<file path="src/rtl/mem_access_ctrl.sv">
// mem_access_ctrl: arbitrates fetch and data requests onto one multicycle memory port
module mem_access_ctrl #(
  parameter int DATA_WIDTH  = 32,
  parameter int ADDR_WIDTH  = 32,
  parameter int MEM_LATENCY = 2
) (
  input  logic                  clk,
  input  logic                  rst,
  input  logic                  if_req,
  input  logic [ADDR_WIDTH-1:0] if_addr,
  input  logic                  d_req,
  input  logic                  d_we,
  input  logic [ADDR_WIDTH-1:0] d_addr,
  input  logic [DATA_WIDTH-1:0] d_wdata,
  output logic                  mem_en,
  output logic                  mem_we,
  output logic [ADDR_WIDTH-1:0] mem_addr,
  output logic [DATA_WIDTH-1:0] mem_wdata,
  input  logic [DATA_WIDTH-1:0] mem_rdata,
  output logic [DATA_WIDTH-1:0] rdata,
  output logic                  if_done,
  output logic                  d_done,
  output logic                  ir_load,
  output logic                  mdr_load,
  output logic                  busy
);
  typedef enum logic [1:0] {IDLE, ACCESS, DONE} state_t;
  state_t state, state_n;
  logic [3:0] cnt;
  logic gnt_d, we_r, grant, last;
  always_ff @(posedge clk)
    state <= rst ? IDLE : state_n;
  always_comb begin
    grant   = (state == IDLE) && (if_req || d_req);
    last    = (state == ACCESS) && (cnt == 4'd0);
    state_n = (state == IDLE)   ? (grant ? ACCESS : IDLE) :
              (state == ACCESS) ? (last ? DONE : ACCESS) : IDLE;
  end
  // data wins the grant; the registered copy keeps the port stable while requesters move on
  always_ff @(posedge clk) begin
    if (rst) begin
      cnt       <= 4'd0;
      gnt_d     <= 1'b0;
      we_r      <= 1'b0;
      mem_addr  <= '0;
      mem_wdata <= '0;
      rdata     <= '1;
    end else begin
      if (grant) begin
        cnt       <= 4'(MEM_LATENCY - 1);
        gnt_d     <= d_req;
        we_r      <= d_req && d_we;
        mem_addr  <= d_req ? d_addr : if_addr;
        mem_wdata <= d_req ? d_wdata : '0;
      end else if (state == ACCESS && !last)
        cnt <= cnt - 4'd1;
      if (last && !we_r)
        rdata <= mem_rdata;
    end
  end
  assign mem_en   = state == ACCESS;
  assign mem_we   = mem_en && we_r;
  assign busy     = state != IDLE;
  assign if_done  = state == DONE && !gnt_d;
  assign d_done   = state == DONE && gnt_d;
  assign ir_load  = if_done && !we_r;
  assign mdr_load = d_done && !we_r;
endmodule

</file>
<file path="config.mk">
export PLATFORM = sky130hd
export DESIGN_NAME = mem_access_ctrl
export DESIGN_NICKNAME = d
export VERILOG_FILES = /design/src/rtl/mem_access_ctrl.sv
export SDC_FILE = /design/constraint.sdc
export NUM_CORES = 1
export LEC_CHECK = 0
export CORE_ASPECT_RATIO = 1.1
export CORE_UTILIZATION = 35
export DETAILED_ROUTE_END_ITERATION = 16
export PLACE_DENSITY = 0.89
export SETUP_SLACK_MARGIN = 0.4
export SYNTH_ARGS = -nofsm -noshare
export SYNTH_HDL_FRONTEND = slang
export SYNTH_SLANG_ARGS = --single-unit
</file>
<file path="constraint.sdc">
create_clock -name clk -period 1.7 [get_ports clk]
set_clock_uncertainty 0.1 [all_clocks]
set_input_delay 0.51 -clock clk [delete_from_list [all_inputs] [get_ports clk]]
set_output_delay 0.51 -clock clk [all_outputs]
set_load 0.01 [all_outputs]
</file>
==> results of run 1 <==
worst register-to-register path, cell delays in order (launching register included):
cell and delay, ns:
dfxtp_4 0.38, buf_6 0.11, nor2_4 0.04, buf_6 0.12, buf_12 0.12, buf_12 0.13
and2_4 0.15, buf_12 0.13, buf_12 0.14, a211oi_4 0.32
path summary, 6_finish.rpt:
kind	slack, ns	from	endpoint
setup / recovery	-0.14	state[0]	mem_addr[11]
hold / removal	0.38	mem_wdata[29]	mem_wdata[29]
setup reg to reg	-0.14	state[0]	mem_addr[11]
hold reg to reg	0.38	mem_wdata[29]	mem_wdata[29]
metrics by stage:
step / TNS, ns / area [um^2] / power, mW / hold slack (ns) / worst slack (ns)
floorplan: -4.57 / 4430 / 3.80 / 0.369 / -0.126
global placement: -26.37 / 6880 / 4.63 / 0.357 / -0.398
detailed placement: -31.76 / 6880 / 4.69 / 0.359 / -0.451
CTS: -2.33 / 8410 / 7.58 / 0.377 / -0.118
global route: -6.91 / 8880 / 8.30 / 0.393 / -0.162
finish: -3.42 / 8880 / 8.04 / 0.381 / -0.142
repair_timing:
item,CTS,global route
gates resized for setup,692,41
endpoints found under the setup margin,206,207
cloned,12,3
pin swaps,32,23
setup buffers,43,33
report_power, final:
| group | switching, mW | internal, mW |
|---|---|---|
| logic | 1.21 | 1.79 |
| registers | 0.209 | 2.73 |
| clock network | 0.921 | 1.18 |
logic make-up (layout without fill, tap and decap cells):
group / count (synthesis) / after routing / share of synthesized area (%)
AOI/OAI and AO/OA: 109 / 109 / 18.8
DFF: 104 / 104 / 50.3
and+or+nand+nor: 85 / 88 / 9.35
muxes: 64 / 64 / 15.5
buffers and inverters: 42 / 363 / 5.47
adders and majority gates: 2 / 2 / 0.605
final cells by class:
type / instances / area, um^2
inverters: 6 / 27.5
flip-flops and latches: 104 / 2230
repair buffers: 342 / 3790
clock buffers: 12 / 246
clock inverters: 3 / 42.5
fillers: 680 / 2610
multi-input cells: 263 / 2360
well taps: 150 / 188
flip-flops by register name (all words and copies together) (netlist names):
| name | count |
|---|---|
| mem_wdata | 32 |
| rdata | 32 |
| cnt | 4 |
| mem_addr | 32 |
| we_r | 1 |
| gnt_d | 1 |
| state | 2 |
layout by cell type, fill, tap and decap left out, types with 12 or more instances in the layout:
master | netlist | layout
clkdlybuf4s50_1 | 0 | 129
a22o_1 | 33 | 33
clkbuf_16 | 0 | 12
a21oi_2 | 1 | 12
a211oi_2 | 2 | 28
dfxtp_2 | 0 | 89
buf_6 | 3 | 117
buf_4 | 0 | 59
mux2i_1 | 64 | 62
a21oi_4 | 0 | 16
nor2_1 | 66 | 65
buf_12 | 0 | 15
metal layers:
metal / track usage, % / up-vias
li1: - / 2097
met1: 25.8 / 2253
met2: 49.0 / 212
met3: 5.96 / 50
met4: 11.8 / 0
met5: 0 / -
==> results.ini, run 1 <==
[critical_path]
worstPathRequired_ns = 1.82
rr_worst_depth = 9
cp_slowest_stage_delay_ns = 0.38
path_max_fanout = 5
path_depth = 9
crit_path_start_kind = flip-flop
critical_path.top_delay_family = buffers and inverters
crit_buf_inv = 6
crit_path_frequent_cell = buf_12
path_cells = buf_6, nor2_4, buf_6, buf_12, buf_12, and2_4, buf_12, buf_12, a211oi_4
cp-end-kind = flip-flop
slowest_stage = dfxtp_4
arrival_ns = 1.96
critPathKind = reg2reg

[sta]
drv_slew = 0
setup_viol = 65
max_freq_mhz = 543
hold_violations = 0
relSlewSlack_pct = 69.1
finalCritPeriodShare_pct = 108
worst_slack_ns = -0.142
rsz0062_at_grt = true
tightest_slew_ns = 0.451
fin_crit_ns = 1.84

[floorplan]
fp.dieW_um = 106
dieHeight_um = 116
core_area_um2 = 11500
initial_core_util_pct = 36.0
rows = 41
die_area_um2 = 12300
io_pins = 236

[synthesis]
ys_seq_area_share_pct = 50.3
synth_common_cells = dfxtp_1, nor2_1, mux2i_1
ys_warn_count = 0
synth_top_area_cell = dfxtp_1
synth_cells = 406
synth_area_leaders = dfxtp_1, mux2i_1, a22o_1
syn-num-nets = 541
synth_top_cell_area_share_pct = 50.3
ys_seq_elements = 104
synth_area_um2 = 4140
synth-edff-count = 0
ys_async_sr_fraction_pct = 0
synth_cell_types = 33
synthFlopType = dfxtp_1
synth.avg_cell_area_um2 = 10.2
yosysMostFrequentCell = dfxtp_1

[hold_path]
hold_path_class = reg2reg
min_path_cells = 1

[clock_network]
ctsHoldBuffers = 0
clock-sinks = 104
numCtsBuffers = 9
cts-root-buf = clkbuf_16
ctsLongestPathBuffers = 2
h-tree-depth = 3
cts_tree = built
path_clk_slew_ns = 0.07
clkLatencyLatePin_ns = 0.34

[power_and_ir_drop]
peakVddDrop_uv = 596
leakagePower_nw = 3.63
power_density_nw_per_um2 = 905

[place]
io_buffers = 235
placed_cells = 774
dpl.hpwl_um = 9160
routabilityCongestion = 0.763

[route]
routed-wl-met3_um = 1050
wl_met1_um = 6780
drt_wl_total_um = 18400
dr.max_layer_used = met4
drtIter0Drc = 218
antenna_left = 0
num_vias = 4612
drc = 0
wl_per_cell_um = 20.9
vias_per_cell = 5.24
routed-wl-met2_um = 9800
first_pass_iters = 6

[finish]
diodes = 0
area_delta_synth_final_pct = 115
layout.nets = 861
drive_above_1_share_pct = 56.4
utilization_pct = 77.3
layout.cells.non_filler = 880

[grt]
grt-ovfl-total = 0
antenna_found_initial = 0
grt_pass1_vias = 4644
grtUsageTotal_pct = 25.4
grt_pass1_wl_um = 24000
grt_max_degree = 53

[job]
maxCapViolations = 0

[run_status]
failed_checks = negative setup slack
outcome = complete, but fails checks

No activity file was read; power rests on OpenSTA's default activity.
==> run 2: changes to the inputs <==
--- a/config.mk
+++ b/config.mk
@@ -8,6 +8,7 @@
 export CORE_ASPECT_RATIO = 1.1
 export CORE_UTILIZATION = 35
 export DETAILED_ROUTE_END_ITERATION = 16
+export GPL_ROUTABILITY_DRIVEN = 1
 export PLACE_DENSITY = 0.89
 export SETUP_SLACK_MARGIN = 0.4
 export SYNTH_ARGS = -nofsm -noshare
==> results of run 2 <==
Same layout as run 1: the final DEF is identical, and so are final timing and power.
